[config.mk]
export PLATFORM = sky130hd
export DESIGN_NAME = ttl_output_bank
export DESIGN_NICKNAME = d
export VERILOG_FILES = /design/src/rtl/ttl_pkg.sv /design/src/rtl/ttl_channel.sv /design/src/rtl/ttl_output_bank.sv
export SDC_FILE = /design/constraint.sdc
export NUM_CORES = 1
export LEC_CHECK = 0
export CORE_ASPECT_RATIO = 2
export CORE_UTILIZATION = 63
export CTS_CLUSTER_DIAMETER = 120
export DETAILED_ROUTE_END_ITERATION = 6
export HOLD_SLACK_MARGIN = 0.1
export MAX_ROUTING_LAYER = met4
export PLACE_DENSITY = 0.91
export SLEW_MARGIN = 20
export SYNTH_ARGS = -nofsm -noshare
export SYNTH_HDL_FRONTEND = slang
export SYNTH_HIERARCHICAL = 1
export SYNTH_SLANG_ARGS = --single-unit
[constraint.sdc]
create_clock -name FX2_Clk -period 4.9 [get_ports FX2_Clk]
set_input_delay 0.49 -clock FX2_Clk [delete_from_list [all_inputs] [get_ports FX2_Clk]]
set_output_delay 0.49 -clock FX2_Clk [all_outputs]
set_load 0.02 [all_outputs]
[src/rtl/ttl_pkg.sv]
// Shared op-codes and per-channel state encoding for the TTL output bank.
package ttl_pkg;

  // Host operation codes carried on CMD_OP.
  typedef enum logic [1:0] {
    OP_PULSE  = 2'b00,
    OP_TOGGLE = 2'b01,
    OP_SET    = 2'b10,
    OP_CLEAR  = 2'b11
  } op_e;

  // Per-channel output state; the logical level is high in ST_HIGH and ST_PULSE.
  typedef enum logic [1:0] {
    ST_LOW   = 2'b00,
    ST_HIGH  = 2'b01,
    ST_PULSE = 2'b10
  } state_e;

endpackage

[src/rtl/ttl_channel.sv]
// One TTL channel: LOW/HIGH/PULSE state machine with a programmable pulse down-counter.
module ttl_channel
  import ttl_pkg::*;
#(
  parameter int LEN_W = 16
) (
  input  logic             clk,
  input  logic             rst_n,
  input  logic             accept,
  input  logic [1:0]       op,
  input  logic             en,
  input  logic [LEN_W-1:0] pulse_len,
  output logic             level,
  output logic             busy
);

  state_e           state, state_nxt;
  logic [LEN_W-1:0] count, count_nxt;

  // Next state: an accepted command always wins over a pulse expiring on the same edge.
  always_comb begin
    // NOTE: every output of this block gets a default first so no latch is inferred.
    state_nxt = state;
    count_nxt = count;
    if (accept && en) begin
      count_nxt = '0;
      case (op_e'(op))
        OP_PULSE: begin
          // Length 0 is treated as 1; the counter holds remaining high cycles minus one.
          state_nxt = ST_PULSE;
          count_nxt = (pulse_len == '0) ? '0 : pulse_len - LEN_W'(1);
        end
        // A cancelled pulse counts as level 1, so toggling it lands at LOW.
        OP_TOGGLE: state_nxt = (state == ST_LOW) ? ST_HIGH : ST_LOW;
        OP_SET:    state_nxt = ST_HIGH;
        OP_CLEAR:  state_nxt = ST_LOW;
        default:   state_nxt = state;
      endcase
    end else if (state == ST_PULSE) begin
      // Counter only moves while non-zero, so it can never wrap.
      if (count == '0) state_nxt = ST_LOW;
      else             count_nxt = count - LEN_W'(1);
    end
  end

  // State and counter registers; reset aborts any pulse in progress.
  always_ff @(posedge clk or negedge rst_n) begin
    // NOTE: sequential state uses non-blocking assignments so all registers update together.
    if (!rst_n) begin
      state <= ST_LOW;
      count <= '0;
    end else begin
      state <= state_nxt;
      count <= count_nxt;
    end
  end

  assign level = (state != ST_LOW);
  assign busy  = (state == ST_PULSE);

endmodule

[src/rtl/ttl_output_bank.sv]
// N-channel TTL output driver: host instruction latch, per-channel FSMs, pin polarity.
module ttl_output_bank
  import ttl_pkg::*;
#(
  parameter int                NUM_CH     = 2,
  parameter int                LEN_W      = 16,
  parameter logic [NUM_CH-1:0] OUT_INVERT = '0
) (
  input  logic              FX2_Clk,
  input  logic              FX2_Rst_n,
  input  logic              CMD_VALID,
  input  logic [1:0]        CMD_OP,
  input  logic [NUM_CH-1:0] CMD_MASK,
  input  logic [LEN_W-1:0]  PULSE_LEN,
  output logic              CMD_ACK,
  output logic [NUM_CH-1:0] TTLOUTPUTS,
  output logic [NUM_CH-1:0] BUSY
);

  logic              accept;
  logic [NUM_CH-1:0] level;

  // One action per host strobe: accept only on the rising edge of the held level.
  assign accept = CMD_VALID && !CMD_ACK;

  // Instruction latch: set on acceptance, released once the host drops CMD_VALID.
  always_ff @(posedge FX2_Clk or negedge FX2_Rst_n) begin
    if (!FX2_Rst_n)      CMD_ACK <= 1'b0;
    else if (accept)     CMD_ACK <= 1'b1;
    else if (!CMD_VALID) CMD_ACK <= 1'b0;
  end

  for (genvar i = 0; i < NUM_CH; i++) begin : g_ch
    ttl_channel #(
      .LEN_W(LEN_W)
    ) u_ch (
      .clk      (FX2_Clk),
      .rst_n    (FX2_Rst_n),
      .accept   (accept),
      .op       (CMD_OP),
      .en       (CMD_MASK[i]),
      .pulse_len(PULSE_LEN),
      .level    (level[i]),
      .busy     (BUSY[i])
    );
  end

  // Levels come straight from channel state registers; polarity is a constant XOR.
  assign TTLOUTPUTS = level ^ OUT_INVERT;

endmodule

Word level (Yosys, flattened, before mapping). Cells that the tools add are included.

$add $sub $neg: 3. Equal/unequal tests: 8. Multiplexer cells: 20. Reductions and logical operators: 20.

Operator list (count): $mux W16 (8); $logic_not A16 Y1 (3); $sub A16 B1 Y16 const B (3); $pmux W2 S4 (2); $mux W2 (6); $reduce_bool A2 Y1 (6); $eq A2 B2 Y1 const B (4); $reduce_and A2 Y1 (4); $logic_not A2 Y1 (3); $ne A2 B1 Y1 const B (3); $mux W1 (4); $logic_and A1 B1 Y1 (3); $eq A2 B1 Y1 const B (1); $logic_not A1 Y1 (1).

Flip-flop bits (word level): 37. Input port bits: 23. Output and inout bits: 5.

Logic depth before layout (Yosys ltp).
Depth in word-level cells: 5. Depth in mapped cells: 10.

Hierarchy. Netlist, hierarchy kept.

Modules (own cells, without submodules): ttl_channel at g_ch[1].u_ch (instances 1, cells an instance 173, area an instance 1519.0 µm²); ttl_channel at g_ch[0].u_ch (instances 1, cells an instance 181, area an instance 1435.1 µm²); ttl_output_bank (instances 1, cells an instance 3, area an instance 42.5 µm²).

Worst setup path before layout. OpenSTA, ideal clock, no wires.

Kind: in2reg. From: input port PULSE_LEN[0]. To: register g_ch[0].u_ch.count[7]. Library setup time: 125 ps. Data arrival time: 2146 ps. Setup slack: 2629 ps. Cell stages on the path: 9. Buffers on the path: 1. Cells stage by stage: inv_1 > ha_1 > nor3b_1 > nand4_1 > o31ai_1 > buf_2 > nor2_1 > a211oi_1 > nor3_1.

Word-level cells in the longest chain between the ends: 4. Elaborated cells on any way between the ends: 5. Classes of those cells: add/sub: 1; mux: 3; reduce/logical: 1.

Ends and longest elaborated chain: start: declaration (line ttl_output_bank.sv:14) `input logic [LEN_W-1:0] PULSE_LEN,`; $sub A16 B1 Y16 / $logic_not A16 Y1 (equally long branches) (line ttl_channel.sv:31) `count_nxt = (pulse_len == '0) ? '0 : pulse_len - LEN_W'(1);`; $mux W16 * (line ttl_channel.sv:31); $mux W16 * (line ttl_channel.sv:27) `case (op_e'(op))`; $mux W16 * (line ttl_channel.sv:25) `if (accept && en) begin`; end signal: assignment (line ttl_channel.sv:54) `count <= count_nxt;`; end: declaration (line ttl_channel.sv:18) `logic [LEN_W-1:0] count, count_nxt;`.

Every way passes the cells marked *; elsewhere a longest branch is shown, timed or not. A chain may end at the register's enable or synchronous reset.

Worst setup path in the final report.
From: input port PULSE_LEN[0]. To: register g_ch[0].u_ch.count[3].

Same word-level chain as after synthesis.

==> impl_metrics.ini <==
[final_layout]
multi_input_area_um2 = 1970
fill_cells = 346
fin_cells = 437
regArea_um2 = 926
final_nets = 410
area_delta_synth_final_pct = 13.6
drive_gt1_frac = 0.102
diodes = 0
final_util = 0.740

[synth]
synth_top_cell_by_area = dfrtp_1
yosysMostFrequentCell = nor2_1
synth_edf_count = 0
synth.area.top_cells = dfrtp_1, nor2_1, nor3_1, xor2_1, xnor2_1
synth_commonest_cells = nor2_1, dfrtp_1, nor3_1
synth-seq-cells = 37
ys_warn_count = 6
ys_seq_area_frac = 0.309
muxShareOfSynthArea = 0.0134
synthArstFlopShare = 1.00
yosys_most_used_dff = dfrtp_1
yosys.area_share.adder = 0.0251
synth_cells = 357
synthSimpleGateAreaFrac = 0.325
yosys.area_share.xor_xnor = 0.0760
ys_types = 65
synth_nets = 386
avgSynthCellArea_um2 = 8.39
syn_area_um2 = 3000
synth_top_family_by_area = simple AND/OR/NAND/NOR gates
yosysTopAreaCellShare = 0.309
synth_compound_area_frac = 0.218

[clocking]
clkSinkCount = 37
cts_root_buf = clkbuf_8
cts_resized = 0
holdBufCountCts = 0
clock_latency_ps = 290
tritoncts = yes
numCtsBuffers = 5
clockBufferDepth = 2
clk_pin_slew_ps = 80
postCtsSetupRepairBufs = 0
cts.htree.levels = 2

[timing]
setup_violations = 0
rsz0062_at_grt = false
finalCritPeriodShare = 0.585
hold_violations = 0
fmax_mhz = 349
relSlewSlack = 0.427
setup_tns_ps = 0
postLayoutSetupSlackWorst_ps = 2030
fin_worst_skew_ps = 10.5
finalMaxSlewViolations = 0
worstMarginPinSlew_ps = 860
timing.final.crit_period_ps = 2870

[global_route]
grt_pass1_vias = 2899
grt_util_all_layers = 0.353
grt_max_degree = 38
overflow = 0
antenna_found_initial = 0
grt_pass1_wl_mm = 13.2

[placed_design]
place.gp.congestion = 0.905
dp_hpwl_mm = 6.02
dp_cells = 429
pre_cts_slack_ps = 1760
io_buffer_count = 27

[die]
ios = 28
fp-row-count = 35
dieWidth_um = 50.8
start_util = 0.652
die_y_um = 99.5
core_area_um2 = 4600
fp.dieArea_um2 = 5050

[worst_setup_path]
crit_fanout = 11
cp.arrival_ps = 3050
required_ps = 5090
critPathLaunchType = primary input
crit_type = in -> reg
end_kind = flip-flop

[outcome]
status = finished clean

[detailed_routing]
drt_pre_antenna_iters = 5
vias_per_cell = 6.75
postRouteAntennaNets = 0
drcViolationCount = 0
wl_per_cell_um = 18.4
drtIter0Drc = 99
vias = 2951
routed_wl_mm = 8.02

[power]
intPower_uw = 908
p_seq_frac = 0.325
p_per_area_nw_per_um2 = 471
power_frac_clock = 0.172
p_leak_nw = 1.40
combPwrFrac = 0.503
switching_share = 0.433
ir_worst_vdd_v = 0.000346
switchingPower_uw = 694
power_mw = 1.60

[run]
cap_violations = 0

[min_path]
hold_class = in -> async
-- critical path, stage by stage --
cell             delay [ps]
clkdlybuf4s50_1         520
inv_1                   140
ha_1                    190
nor3b_1                 490
nand4_1                 310
o31ai_1                 270
buf_4                   220
a21oi_1                  70
o21a_1                  180
o22a_1                  170
-- registers in the layout, summed over array words and instances, names as in the netlist --
name             cells
g_ch.u_ch/state      4
g_ch.u_ch/count     32
CMD_ACK              1
-- cell type report --
class,instances,area share
clock buffer,7,0.0254
clock inverter,1,0.00882
inverter,12,0.0132
multi-input combinational,296,0.578
sequential,37,0.272
tap,55,0.0202
timing repair buffer,29,0.0823
-- path summary, 6_finish.rpt --
kind | startpoint | endpoint | slack [ps] | depth (start not counted)
max | PULSE_LEN[0] | g_ch[0].u_ch/count[3] | 2030 | 10
min | FX2_Rst_n | g_ch[0].u_ch/state[0] | 300 | 1
max reg2reg | g_ch[0].u_ch/count[5] | g_ch[0].u_ch/count[3] | 2290 | 6
min reg2reg | g_ch[0].u_ch/state[0] | g_ch[0].u_ch/state[0] | 550 | 2
max in group asynchronous | FX2_Rst_n | g_ch[1].u_ch/count[14] | 4050 | 1
min in group FX2_Clk | g_ch[0].u_ch/state[0] | g_ch[0].u_ch/state[0] | 550 | 2
-- routing by layer --
layer,part of all wire,GRT usage,vias up
met5,0,-,-
met4,0.065,0.235,0
met3,0.040,0.0398,43
met2,0.54,0.623,113
met1,0.35,0.350,1404
li1,-,-,1391
-- placed cells by master, fill, tap and decap left out, types with 5 or more instances in the layout --
cell type        Yosys  routed
nand2_1             23      23
o21ai_0              5       5
nor3_1              25      25
nor2_1              40      40
o22a_1               5       5
clkdlybuf4s50_1      0      26
or3_1                6       6
xor2_1              14      14
o22ai_1             11      11
and2_1               5       5
xnor2_1             12      12
a31oi_1              5       5
dfrtp_1             37      37
nand4_1              9       9
clkbuf_8             0       6
ha_1                 6       6
o21a_1              13      13
inv_1               12      12
o211ai_1             6       6
or2_2                5       5
nand3_1             13      13
nor4_1               5       5
a21oi_1             20      20
-- through the flow --
| step | instance area (µm²) | hold WS (ps) |
|---|---|---|
| detailed placement | 3290 | 528 |
| global placement | 3290 | 500 |
| floorplan | 3000 | 194 |
| global route | 3400 | 371 |
| CTS | 3400 | 322 |
| finish | 3400 | 300 |
-- power by group through the flow --
stage	Combinational, mW	Clock [mW]	Sequential, mW
final	0.806	0.275	0.521
after global placement	0.761	0	0.513
after CTS	0.793	0.282	0.516
after detailed placement	0.788	0	0.522
after global routing	0.877	0.291	0.534
after floorplan	0.596	0	0.491
-- logic make-up (layout without fill, tap and decap cells) --
family,count (synthesis),in the layout
AND/OR/NAND/NOR,170,170
buffers and inverters,24,49
adder cells (fa/ha/maj),6,6
multiplexers,4,4
XOR/XNOR,26,26
AO/OA/AOI/OAI,90,90
flip-flops,37,37
No activity file was read; power rests on OpenSTA's default activity.
